**src/rtl/pipe_pkg.sv**
```systemverilog
`default_nettype none
// ============================================================================
//  Module      : pipe_pkg
//  Description : Shared constants for the front half of the MIPS pipeline:
//                control-bundle field positions, forward-select encodings
//                and the default reset PC.
//  Revision    : 1.0 - initial release
// ============================================================================
package pipe_pkg;

    // Bit positions inside the 8-bit decoded control bundle
    localparam int CTRL_REGWRITE = 7;
    localparam int CTRL_MEMTOREG = 6;
    localparam int CTRL_MEMWRITE = 5;
    localparam int CTRL_ALUC_HI  = 4;
    localparam int CTRL_ALUC_LO  = 2;
    localparam int CTRL_ALUSRC   = 1;
    localparam int CTRL_REGDST   = 0;

    // Execute-stage operand forward selects; 2'b11 falls back to register file
    localparam logic [1:0] FWD_RF = 2'b00;
    localparam logic [1:0] FWD_W  = 2'b01;
    localparam logic [1:0] FWD_M  = 2'b10;

    localparam logic [31:0] DEFAULT_RESET_PC = 32'h0000_0000;

endpackage : pipe_pkg
`default_nettype wire

```
**src/rtl/front_pipe_flopenrc.sv**
```systemverilog
`default_nettype none
// ============================================================================
//  Module      : flopenrc
//  Description : Register with asynchronous reset, load enable and a
//                synchronous clear that only takes effect when enabled.
//  Revision    : 1.0 - initial release
// ============================================================================
module flopenrc #(
    parameter int              WIDTH     = 32,
    parameter logic [WIDTH-1:0] RESET_VAL = '0
) (
    input  logic             clk,
    input  logic             rst,
    input  logic             i_en,
    input  logic             i_clr,
    input  logic [WIDTH-1:0] i_d,
    output logic [WIDTH-1:0] o_q
);

    // Hold while disabled; clear loses to a held register (enable gates clear)
    always_ff @(posedge clk or posedge rst) begin
        if (rst) begin
            o_q <= RESET_VAL;
        end else if (i_en) begin
            o_q <= i_clr ? '0 : i_d;
        end
    end

endmodule : flopenrc
`default_nettype wire

```
**src/rtl/front_pipe.sv**
```systemverilog
`default_nettype none
// ============================================================================
//  Module      : front_pipe
//  Description : Fetch/Decode/Execute front end of a five-stage MIPS pipe:
//                PC, IF/ID and ID/EX registers, branch-compare forwarding in
//                Decode and ALU-operand forwarding in Execute.
//  Revision    : 1.0 - initial release
// ============================================================================
module front_pipe
    import pipe_pkg::*;
#(
    parameter int              WIDTH    = 32,
    parameter logic [WIDTH-1:0] RESET_PC = WIDTH'(DEFAULT_RESET_PC)
) (
    input  logic             clk,
    input  logic             reset,
    input  logic             stallF,
    input  logic             stallD,
    input  logic             flushE,
    input  logic             pcsrcD,
    input  logic             forwardAD,
    input  logic             forwardBD,
    input  logic [1:0]       forwardAE,
    input  logic [1:0]       forwardBE,
    input  logic [WIDTH-1:0] pcnextF,
    input  logic [31:0]      instrF,
    input  logic [7:0]       ctrlD,
    input  logic [WIDTH-1:0] rd1D,
    input  logic [WIDTH-1:0] rd2D,
    input  logic [WIDTH-1:0] signimmD,
    input  logic [WIDTH-1:0] aluoutM,
    input  logic [WIDTH-1:0] resultW,
    output logic [WIDTH-1:0] pcF,
    output logic [31:0]      instrD,
    output logic [WIDTH-1:0] pcplus4D,
    output logic             equalD,
    output logic [4:0]       rsE,
    output logic [4:0]       rtE,
    output logic [4:0]       writeregE,
    output logic [7:0]       ctrlE,
    output logic [WIDTH-1:0] srcAE,
    output logic [WIDTH-1:0] srcBE,
    output logic [WIDTH-1:0] writedataE
);

    localparam int c_IDEX_W = 8 + 3 * WIDTH + 15;

    logic [WIDTH-1:0]    w_pcplus4F;
    logic [WIDTH-1:0]    w_cmpA;
    logic [WIDTH-1:0]    w_cmpB;
    logic [c_IDEX_W-1:0] w_idexD;
    logic [c_IDEX_W-1:0] r_idexQ;
    logic [WIDTH-1:0]    r_rd1E;
    logic [WIDTH-1:0]    r_rd2E;
    logic [WIDTH-1:0]    r_signimmE;
    logic [4:0]          r_rdE;

    // Wraps modulo 2^WIDTH by construction
    assign w_pcplus4F = pcF + WIDTH'(4);

    flopenrc #(.WIDTH(WIDTH), .RESET_VAL(RESET_PC)) u_pcReg (
        .clk   (clk),
        .rst   (reset),
        .i_en  (~stallF),
        .i_clr (1'b0),
        .i_d   (pcnextF),
        .o_q   (pcF)
    );

    // A taken branch squashes the fetched instruction, unless Decode is held
    flopenrc #(.WIDTH(32 + WIDTH), .RESET_VAL('0)) u_ifidReg (
        .clk   (clk),
        .rst   (reset),
        .i_en  (~stallD),
        .i_clr (pcsrcD),
        .i_d   ({instrF, w_pcplus4F}),
        .o_q   ({instrD, pcplus4D})
    );

    assign w_idexD = {ctrlD, rd1D, rd2D, instrD[25:21], instrD[20:16],
                      instrD[15:11], signimmD};

    // Always loads; a flush writes an all-zero bubble (regwrite/memwrite off)
    flopenrc #(.WIDTH(c_IDEX_W), .RESET_VAL('0)) u_idexReg (
        .clk   (clk),
        .rst   (reset),
        .i_en  (1'b1),
        .i_clr (flushE),
        .i_d   (w_idexD),
        .o_q   (r_idexQ)
    );

    assign {ctrlE, r_rd1E, r_rd2E, rsE, rtE, r_rdE, r_signimmE} = r_idexQ;

    // Destination register is purely registered state, keeping the hazard loop acyclic
    assign writeregE = ctrlE[CTRL_REGDST] ? r_rdE : rtE;

    // Branch comparison with Memory-stage forwarding
    always_comb begin
        w_cmpA = forwardAD ? aluoutM : rd1D;
        w_cmpB = forwardBD ? aluoutM : rd2D;
        equalD = (w_cmpA == w_cmpB);
    end

    // Execute operand A forwarding; unused encoding selects the register file
    always_comb begin
        srcAE = r_rd1E;
        case (forwardAE)
            FWD_W:   srcAE = resultW;
            FWD_M:   srcAE = aluoutM;
            default: srcAE = r_rd1E;
        endcase
    end

    // Execute operand B / store data forwarding, then immediate select
    always_comb begin
        writedataE = r_rd2E;
        case (forwardBE)
            FWD_W:   writedataE = resultW;
            FWD_M:   writedataE = aluoutM;
            default: writedataE = r_rd2E;
        endcase
        srcBE = ctrlE[CTRL_ALUSRC] ? r_signimmE : writedataE;
    end

endmodule : front_pipe
`default_nettype wire
```
**config.mk**
```make
export PLATFORM = sky130hd
export DESIGN_NAME = front_pipe
export DESIGN_NICKNAME = d
export VERILOG_FILES = /design/src/rtl/pipe_pkg.sv /design/src/rtl/front_pipe_flopenrc.sv /design/src/rtl/front_pipe.sv
export SDC_FILE = /design/constraint.sdc
export NUM_CORES = 1
export LEC_CHECK = 0
export ABC_CLOCK_PERIOD_IN_PS = 12300
export CORE_UTILIZATION = 35
export DETAILED_ROUTE_END_ITERATION = 12
export PLACE_DENSITY = 0.66
export SETUP_SLACK_MARGIN = 0.15
export SYNTH_ARGS = -nofsm -noshare
export SYNTH_HDL_FRONTEND = slang
export SYNTH_SLANG_ARGS = --single-unit
```
**constraint.sdc**
```tcl
create_clock -name clk -period 12.3 [get_ports clk]
set_input_delay 3.075 -clock clk [delete_from_list [all_inputs] [get_ports clk]]
set_output_delay 3.075 -clock clk [all_outputs]
set_load 0.005 [all_outputs]
```
-- After elaboration in Yosys (flattened, before gate mapping)
Index checks and enable logic that the tools add are counted.
- RAM bits: 0
- output and inout port bits: 216
- word-level logic and storage cells: 17
- latch bits: 0
- bits of input ports: 244
- flip-flop bits (word level): 215
- memory bits (read-only): 0
- memories: 0
- multiplexer cells: 8
- reductions and logical operators: 0
- div/mod/pow operators: 0
- eq/ne operators: 5
- multipliers: 0
- magnitude comparators: 0
- add/subtract/negate cells: 1
- shifts and indexed selects: 0
- bitwise operators: 0
- operators with widths (operator ; number):
    one-hot mux 32 bit (2 select lines) ; 2
    two-way mux 119 bit ; 1
    two-way mux 32 bit ; 3
    two-way mux 64 bit ; 1
    adder 32 x 3 -> 32 bit, second input constant ; 1
    == test 32 bit ; 1
    two-way mux 5 bit ; 1
    == test 2 x 1 -> 1 bit, second input constant ; 2
    == test 2 bit, second input constant ; 2

-- Longest topological paths before layout
Gate-level depths: netlist of run 1.
- word-level depth: 3
- mapped depth: 8
- mapped depth without buffers: 7

-- Cells and area by module
From an unflattened synthesis of run 1, not the netlist that was laid out.
- cell total of the unflattened synthesis: 1105
- area total of the unflattened synthesis: 11511.0 µm²
- modules (own cells, without submodules) (module ; area an instance (µm²) ; cells each ; instances ; seq. area each (µm²)):
    flopenrc (u_idexReg) ; 4200.3 ; 268 ; 1 ; 2977.9
    front_pipe ; 3802.4 ; 618 ; 1 ; 0.0
    flopenrc (u_ifidReg) ; 2296.0 ; 145 ; 1 ; 1601.5
    flopenrc (u_pcReg) ; 1212.4 ; 74 ; 1 ; 800.8

-- Worst setup path after synthesis of run 1
Ideal clock, no wire load.
- path kind: input to output
- from: input forwardBD
- to: output equalD
- buffers on the path: 2
- arrival time: 4343 ps
- slack: 4882 ps
- data required time: 9225 ps
- cell stages on the path: 8
- cells stage by stage: buf_4 -> inv_2 -> buf_2 -> o22ai_1 -> o21ai_1 -> a2111oi_0 -> nand4_1 -> and4b_1
- longest elaborated chain between the ends: 2
- ends and longest elaborated chain (what ; line ; RTL):
    start, declared ; front_pipe.sv:22 ; input logic forwardBD,
    two-way mux 32 bit ; front_pipe.sv:101 ; w_cmpB = forwardBD ? aluoutM : rd2D;
    == test 32 bit ; front_pipe.sv:102 ; equalD = (w_cmpA == w_cmpB);
    end, declared ; front_pipe.sv:36 ; output logic equalD,
Every way passes these cells.

-- Worst setup path after layout of run 1
- from: input forwardAD
- to: output equalD
- longest elaborated chain between the ends: 2
- ends and longest elaborated chain (what ; line ; RTL):
    start, declared ; front_pipe.sv:21 ; input logic forwardAD,
    two-way mux 32 bit ; front_pipe.sv:100 ; w_cmpA = forwardAD ? aluoutM : rd1D;
    == test 32 bit ; front_pipe.sv:102 ;
Every way passes these cells.

==> out/summary.txt, run 1 <==
Sw Ratio -> 26.34%
Tot GR Track Use -> 25.12%
Gr ovfl total -> 0
Core Region -> 31,560 um2
Final Skew -> 0.006868 ns
Post-CTS Setup Inserts -> 0
Hold depth -> 2
Die extent in y -> 181.1 um
R2r worst-path depth -> 7
Mapped cell area -> 11,220 um2
Pin count of the biggest net entering global routing -> 87
Finished Core Util -> 53.27%
Min-delay src -> u_ifidReg.o_q[22]
Vias/cell -> 5.240
Drt initial violations -> 721
Crit. End Element -> output port
Layout cells sized above 1 -> 9.232%
Final period util -> 79.88%
Wirelength per Cell -> 21.51 um
Fin. Hold Viols -> 0
Commonest non-fill, non-tap cell in the layout -> clkdlybuf4s50_1
CTS tree -> built
CP Data Required Time -> 9.22 ns
RSZ-0062 raised after global routing -> false
Clk pwr share -> 39.0%
Complex-gate fraction of the synthesized area -> 18.36%
Finish-stage setup viols -> 0
Sequential power share -> 38.7%
Die Span X -> 181.1 um
Tmin final -> 9.825 ns
Detailed Route WL -> 42,020 um
Cell Rows -> 65
Hold buffers post-CTS -> 0
Reg-to-Reg End -> u_ifidReg.o_q[24]
Sequential share of the synthesized area -> 47.94%
P_int -> 1511 uW
Synth Area in Simple Gates -> 16.30%
Number of distinct library cells after synthesis -> 41
Initial Utilization -> 35.57%
Post-route design area -> 16,810 um2
Status -> finished clean
Pwr Density -> 122.0 nW/um2
R2R Path Start -> u_pcReg.o_q[2]
CTS Root Cell -> clkbuf_16
Mux contribution to synthesized area -> 6.923%
Die ar. -> 32,790 um2
Max-Cap Viols -> 0
Slew @ Worst Pin -> 1.150 ns
Area growth from synthesis to layout -> 49.78%
DRT antenna net count -> 0
Final Net Count -> 1,779
Leak Pwr -> 0.006734 uW
Gp weighted congestion -> 0.9039
Ys flop type -> dfrtp_1
Placement Setup Slack -> 2.519 ns
CTS resizes -> 0
Fmax achieved -> 0.1018 GHz
Critical path peak fanout -> 34
Setup CP Type -> input port to output port
Clock slew at the register clock pins of the worst setup and hold paths -> 0.05 ns
DP Area -> 15,910 um2
DRC violation count after routing -> 0
TNS Setup -> 0 ns
NetSw -> 540.2 uW
IO Pins -> 460
Syn Area/Cell -> 9.862 um2
Vias in the first global route -> 10,260
Ys Warns -> 0
TritonRoute pass-1 iters -> 6
CTS Sinks -> 215
Main combinational cell family by area after synthesis -> compound AO/OA/AOI/OAI gates
Fin. max-slew vios -> 0
#FFs+latches synth -> 215
Worst endpoint data arrival time -> 6.75 ns
Synth Net Count -> 1,387
Worst reg2reg setup slack -> 10.12 ns
Hold Path End -> u_ifidReg.o_q[22]
Post-synthesis adder-cell area fraction -> 0.5574%
Commonest cells after routing, fill and taps aside -> clkdlybuf4s50_1, dfrtp_1, nand2_1
HP Class -> flop to flop
Inserted Clock Buffers -> 25
IO Port Bufs -> 459
Cell count after synthesis -> 1,138
Xor and xnor area share after synthesis -> 4.682%
VDD IR max -> 0.09751 mV
Worst Setup Slack, final -> 2.475 ns
Async S/R FF share, synth -> 100.0%
Gate power share -> 22.3%
Initial antenna violation count -> 4
Half-perimeter wire length after placement -> 30,640 um
Worst setup SP type -> input port
Deepest clock path buffer count -> 3
Clock latency on the worst-skew pair -> 0.53 ns
H-tree depth -> 1
First-pass GRT wire length -> 63,540 um
Via count -> 10,240
Fillers -> 2,824
Max-slew headroom -> 23.27%
EDFF count, synth -> 0
[flip-flops by register name (all words and copies together) (netlist names)]
name and flops:
u_idexReg.o_q 119, u_pcReg.o_q 32, u_ifidReg.o_q 64
[routing by layer]
layer,wire length (um),track usage (%),up-vias
met3,3702,7.317,65
met5,0,0,-
met1,16550,30.53,4979
met4,1298,7.695,0
met2,20470,42.87,425
li1,-,-,4769
[how the worst max path moves through the flow]
| stage | start | endpoint | cells past startpoint | slack, ns |
|---|---|---|---|---|
| global route | forwardAD | equalD | 9 | 2.18 |
| finish | forwardAD | equalD | 9 | 2.47 |
| floorplan | reset | u_idexReg.o_q[0] | 1 | 3.35 |
| CTS | forwardAD | equalD | 9 | 2.49 |
| global placement | forwardAD | equalD | 9 | 2.52 |
| detailed placement | forwardAD | equalD | 9 | 2.52 |
[power by group through the flow]
stage	registers (uW)	clock network, uW	logic, uW
6_report	794	800	458
5_1_grt	800	849	494
4_1_cts	794	817	462
3_5_place_dp	806	0	458
3_3_place_gp	804	0	456
2_1_floorplan	798	0	182
[synth_stat cells, drive strengths merged, types with 2 or more instances]
| cell | number | area, um2 |
|---|---|---|
| dfrtp | 215 | 5380 |
| nand2 | 152 | 570.6 |
| o21ai | 131 | 655.6 |
| nor2b | 119 | 744.5 |
| a22oi | 78 | 585.6 |
| mux2 | 69 | 777.0 |
| clkbuf | 61 | 229.0 |
| xnor2 | 44 | 385.4 |
| buf | 43 | 261.5 |
| nand2b | 35 | 219.0 |
| inv | 26 | 97.60 |
| a221o | 18 | 180.2 |
| a221oi | 18 | 157.7 |
| o221ai | 18 | 157.7 |
| xor2 | 16 | 140.1 |
| o22ai | 14 | 87.58 |
| a21oi | 13 | 65.06 |
| nand3 | 11 | 65.06 |
| a22o | 9 | 78.83 |
| nor2 | 8 | 35.03 |
| o31ai | 8 | 75.08 |
| and3 | 6 | 37.54 |
| nand4 | 6 | 37.54 |
| ha | 5 | 62.56 |
| nor4 | 5 | 46.29 |
| nor3 | 3 | 30.03 |
| and4 | 2 | 20.02 |
[through the flow]
stage | cells | hold WS (ns) | total power, uW
2_1_floorplan | 1138 | 0.4733 | 980.4
3_3_place_gp | 1905 | 0.4633 | 1261
3_5_place_dp | 1905 | 0.4722 | 1264
4_1_cts | 1951 | 0.4870 | 2073
5_1_grt | 1952 | 0.5072 | 2142
6_report | 1954 | 0.4822 | 2051
[worst max-delay path, stage by stage]
cell,delay (ns)
clkdlybuf4s50_1,0.47
buf_4,0.36
inv_2,0.34
nor2_2,0.95
a221oi_1,0.10
a2111oi_0,0.47
nand4_1,0.16
and4b_1,0.27
clkdlybuf4s50_1,0.54
[kinds of logic after synthesis]
family                   after synthesis
adder cells (fa/ha/maj)                5
XOR/XNOR                              60
buffers and inverters                130
AO/OA/AOI/OAI                        309
multiplexers                          69
AND/OR/NAND/NOR                      350
flip-flops                           215
[area by class of cell]
cell class | instances | area [um2] | share of cell area [%]
clock inverter | 8 | 121.4 | 0.7220
antenna | 3 | 7.507 | 0.04466
clock buffer | 38 | 774.5 | 4.607
multi-input combinational | 793 | 5260 | 31.29
sequential | 215 | 5381 | 32.01
tap | 402 | 503.0 | 2.992
timing repair buffer | 469 | 4657 | 27.70
inverter | 26 | 105.1 | 0.6252
Power figures use the tool's default switching activity.
==> run 2: changes to the inputs <==
Settings changed: ABC_CLOCK_PERIOD_IN_PS 12300 to 9000, PLACE_DENSITY 0.66 to 0.69.
Clock period 12.3 ns to 9 ns, I/O delays scaled along.
==> run 2 against run 1 <==
Compared with the run above: die area is the same; sequential share of layout area grew 0.17 points; core utilization shrank 0.27 points; worst setup slack lost 1.4 ns; design area shrank 0.51%; first-iteration DRC count shrank 7.5%; total power grew 32%; flip-flop and latch count is the same; non-clock buffer count is the same.
==> out/summary.txt, run 2 (same netlist as run 1, synthesis figures left out) <==
P_int -> 1985 uW
Critical path peak fanout -> 35
Sequential power share -> 40.0%
Via count -> 10,410
RSZ-0062 raised after global routing -> false
H-tree depth -> 1
Fin. max-slew vios -> 0
DP Area -> 15,900 um2
Post-route design area -> 16,720 um2
Max-slew headroom -> 28.98%
Layout cells sized above 1 -> 8.979%
Tot GR Track Use -> 24.97%
Pwr Density -> 162.3 nW/um2
Max-Cap Viols -> 0
CTS tree -> built
Placed insts -> 1,905
Deepest clock path buffer count -> 3
Area growth from synthesis to layout -> 49.01%
Fmax achieved -> 0.1263 GHz
Vias/cell -> 5.320
Leak Pwr -> 0.006693 uW
Tot Pwr -> 2714 uW
Status -> finished clean
Crit. End Element -> output port
Final Net Count -> 1,779
CTS Sinks -> 215
FF/Latch Area -> 5381 um2
IO Port Bufs -> 459
Clk pwr share -> 36.9%
Finished Core Util -> 53.00%
Drt initial violations -> 667
Post-CTS Setup Inserts -> 0
Final Non-Filler Cells -> 1,956
CTS resizes -> 0
TritonRoute pass-1 iters -> 6
Half-perimeter wire length after placement -> 30,350 um
Die Span X -> 181.1 um
Pin count of the biggest net entering global routing -> 134
Multi-input gate area -> 5260 um2
Fin. Hold Viols -> 0
Worst endpoint data arrival time -> 5.66 ns
Setup CP Type -> input port to output port
HP Class -> flop to flop
IO Pins -> 460
Final period util -> 87.94%
Initial antenna violation count -> 7
DRT antenna net count -> 0
Worst setup SP type -> input port
First-pass GRT wire length -> 62,890 um
Max FFs per register -> 119
Largest reg by FF count -> u_idexReg.o_q
DRC violation count after routing -> 0
Die extent in y -> 181.1 um
CP Data Required Time -> 6.75 ns
Finish-stage setup viols -> 0
Commonest non-fill, non-tap cell in the layout -> clkdlybuf4s50_1
Detailed Route WL -> 41,910 um
Core Region -> 31,560 um2
Vias in the first global route -> 10,250
Die ar. -> 32,790 um2
Wirelength per Cell -> 21.43 um
Final Skew -> 0.006839 ns
Tmin final -> 7.915 ns
Clock latency on the worst-skew pair -> 0.52 ns
Hold buffers post-CTS -> 0
Inserted Clock Buffers -> 25
Fillers -> 2,804
Initial Utilization -> 35.57%
Commonest cells after routing, fill and taps aside -> clkdlybuf4s50_1, dfrtp_1, nand2_1
Gp weighted congestion -> 0.9038
CTS Root Cell -> clkbuf_16
Sw Ratio -> 26.85%
NetSw -> 728.9 uW
Gr ovfl total -> 0
Gate power share -> 23.0%
Clock slew at the register clock pins of the worst setup and hold paths -> 0.06 ns
Slew @ Worst Pin -> 1.065 ns
TNS Setup -> 0 ns
Cell Rows -> 65
Top flop regs -> u_idexReg.o_q: 119 flops, u_ifidReg.o_q: 64 flops, u_pcReg.o_q: 32 flops
VDD IR max -> 0.1263 mV
run 2: final timing paths:
| check | startpoint | to | slack [ns] | depth (start not counted) |
|---|---|---|---|---|
| setup / recovery | forwardBD | equalD | 1.09 | 9 |
| hold / removal | u_ifidReg.o_q[22] | u_ifidReg.o_q[22] | 0.48 | 2 |
| setup reg to reg | u_pcReg.o_q[2] | u_ifidReg.o_q[24] | 6.90 | 7 |
| hold reg to reg | u_ifidReg.o_q[22] | u_ifidReg.o_q[22] | 0.48 | 2 |
| max in group asynchronous | reset | u_ifidReg.o_q[24] | 5.02 | 3 |
| min in group asynchronous | reset | u_idexReg.o_q[23] | 2.33 | 2 |
run 2: power groups by stage:
stage                     clock, uW  combinational (uW)  sequential [uW]
after floorplan                   0                 249             1090
after global placement            0                 622             1100
after detailed placement          0                 626             1100
after CTS                      1030                 631             1090
after global routing           1070                 673             1090
final                          1000                 625             1090
run 2: per-stage QoR:
| step | worst slack (ns) | hold slack, ns |
|---|---|---|
| 6_report | 1.085 | 0.4830 |
| 5_1_grt | 0.8540 | 0.5115 |
| 4_1_cts | 1.124 | 0.4870 |
| 3_5_place_dp | 1.134 | 0.4711 |
| 3_3_place_gp | 1.233 | 0.4650 |
| 2_1_floorplan | 0.8707 | 0.4733 |
run 2: worst max-delay path: stages:
cell             delay, ns
buf_2                 0.55
inv_2                 0.47
nor2_2                0.53
buf_4                 0.33
a221oi_1              0.08
a2111oi_0             0.44
nand4_1               0.16
and4b_1               0.29
clkdlybuf4s50_1       0.54
run 2: area by class of cell:
cell class,instances,area share [%]
flip-flops and latches,215,32.18
multi-input cells,793,31.45
repair buffers,469,27.82
clock buffers,39,4.474
well taps,402,3.008
inverters,26,0.6285
clock inverters,6,0.3516
diodes,6,0.08978
run 2: per-layer routing:
layer	global-route usage [%]	routed length, um	vias to the layer above
met2	41.98	20160	472
met3	6.712	3452	80
met1	30.42	16650	5072
met4	9.797	1629	2
met5	0	13	-
li1	-	-	4780
==> run 3: changes to the inputs <==
Settings changed: CTS_BUF_LIST set to sky130_fd_sc_hd__clkbuf_2.
==> run 3 against run 2 <==
Compared with the run above: design area fell by 1.5%; sequential share of layout area rose by 0.49 points; worst setup slack got worse by 0.077 ns; count of clock-buffer cells in the layout rose by 40; die area did not move; core utilization fell by 0.80 points; combinational power barely moved; register-to-register slack got worse by 0.02 ns.
==> out/summary.txt, run 3 (same netlist as run 1, synthesis figures left out) <==
Die Span X -> 181.1 um
Multi-input gate area -> 5260 um2
DP Area -> 15,900 um2
TritonRoute pass-1 iters -> 5
Tot GR Track Use -> 25.10%
Die ar. -> 32,790 um2
Placement Setup Slack -> 1.134 ns
R2R Path Start -> u_pcReg.o_q[2]
Vias in the first global route -> 10,550
CTS tree -> built
Cell Rows -> 65
TNS Setup -> 0 ns
Layout cells sized above 1 -> 11.75%
Clock slew at the register clock pins of the worst setup and hold paths -> 0.07 ns
Fin. max-slew vios -> 0
CTS resizes -> 0
Via count -> 10,550
Die extent in y -> 181.1 um
Crit path max-delay family -> buffers and inverters
R2r worst-path depth -> 7
H-tree depth -> 2
Post-CTS Setup Inserts -> 0
Wirelength per Cell -> 20.85 um
Vias/cell -> 5.234
Worst path slowest cell -> buf_2
IO Pins -> 460
Hold depth -> 2
VDD IR max -> 0.07981 mV
Placed insts -> 1,905
Min-delay src -> u_ifidReg.o_q[22]
Gp weighted congestion -> 0.9038
Hold Path End -> u_ifidReg.o_q[22]
FF/Latch Area -> 5381 um2
Max FFs per register -> 119
Deepest clock path buffer count -> 3
Drt initial violations -> 654
Fmax achieved -> 0.1251 GHz
Core Region -> 31,560 um2
Final Non-Filler Cells -> 2,015
HP Class -> flop to flop
Final period util -> 88.80%
Crit. End Element -> output port
Max-slew headroom -> 29.58%
Tmin final -> 7.992 ns
Area growth from synthesis to layout -> 46.76%
Worst reg2reg setup slack -> 6.88 ns
CTS Root Cell -> clkbuf_2
Max-Cap Viols -> 0
Fillers -> 2,907
Critical path's largest stage delay -> 0.57 ns
Fin. Hold Viols -> 0
First-pass GRT wire length -> 63,090 um
Worst endpoint data arrival time -> 5.74 ns
DRT antenna net count -> 0
Pwr Density -> 148.3 nW/um2
Cell Chain, Critical Path -> buf_2 > inv_2 > nor2_2 > buf_4 > a221oi_1 > a2111oi_0 > nand4_1 > and4b_1 > clkdlybuf4s50_1
Finish-stage setup viols -> 0
Slew @ Worst Pin -> 1.056 ns
CTS Sinks -> 215
Reg-to-Reg End -> u_ifidReg.o_q[28]
Worst Setup Slack, final -> 1.008 ns
Final Net Count -> 1,812
Hold buffers post-CTS -> 0
Initial antenna violation count -> 6
Commonest cells after routing, fill and taps aside -> clkdlybuf4s50_1, dfrtp_1, nand2_1
Initial Utilization -> 35.57%
RSZ-0062 raised after global routing -> false
Critical path peak fanout -> 35
Gr ovfl total -> 0
Clock latency on the worst-skew pair -> 0.85 ns
Half-perimeter wire length after placement -> 30,350 um
Status -> finished clean
Setup CP Type -> input port to output port
Top flop regs -> u_idexReg.o_q: 119 flops, u_ifidReg.o_q: 64 flops, u_pcReg.o_q: 32 flops
IO Port Bufs -> 459
Pin count of the biggest net entering global routing -> 134
Final Skew -> 0.02555 ns
Worst setup SP type -> input port
Inserted Clock Buffers -> 58
Critical Path Stages -> 9
DRC violation count after routing -> 0
Commonest non-fill, non-tap cell in the layout -> clkdlybuf4s50_1
CP Data Required Time -> 6.75 ns
Largest reg by FF count -> u_idexReg.o_q
Detailed Route WL -> 42,020 um
Leak Pwr -> 0.006704 uW
Worst path bufs/invs -> 4
Post-route design area -> 16,470 um2
Worst hold slack -> 0.4859 ns
run 3: cell types whose count changed in the layout (fill, tap and decap cells not counted), sizes merged:
cell | before | now
clkinv | 4 | 22
bufinv | 1 | 2
inv | 27 | 28
diode | 6 | 5
clkbuf | 39 | 79
run 3: metrics by stage:
stage	total power (uW)	utilization, %
6_report	2443	52.20
5_1_grt	2582	52.18
4_1_cts	2478	52.16
3_5_place_dp	1727	50.39
3_3_place_gp	1722	50.39
2_1_floorplan	1340	-
run 3: worst max path at each step:
stage	slack, ns	end	startpoint
2_1_floorplan	0.87	u_idexReg.o_q[0]	reset
3_3_place_gp	1.23	equalD	forwardBD
3_5_place_dp	1.13	equalD	forwardBD
4_1_cts	1.13	equalD	forwardBD
5_1_grt	0.85	equalD	forwardBD
6_report	1.01	equalD	forwardBD
run 3: cell type report:
type | count | share of cell area (%)
clock buffers | 79 | 2.400
well taps | 402 | 3.054
repair buffers | 469 | 28.24
flip-flops and latches | 215 | 32.67
clock inverters | 26 | 0.9799
inverters | 26 | 0.6381
diodes | 5 | 0.07596
multi-input cells | 793 | 31.94
run 3: metal layers:
metal	global-route usage (%)	share of wire, %
met5	0	0.031
met4	10.75	3.6
met3	7.680	8.8
met2	41.78	48
met1	29.99	40
run 3: tightest hold or removal path: stages (launching register included):
cell and delay [ns]:
dfrtp_1 0.34, nand2_1 0.06, o31ai_1 0.05
run 3: where the power goes:
| group | switching (uW) | internal (uW) |
|---|---|---|
| combinational | 271 | 355 |
| clock | 432 | 302 |
| sequential | 52.1 | 1030 |
| total | 754 | 1690 |
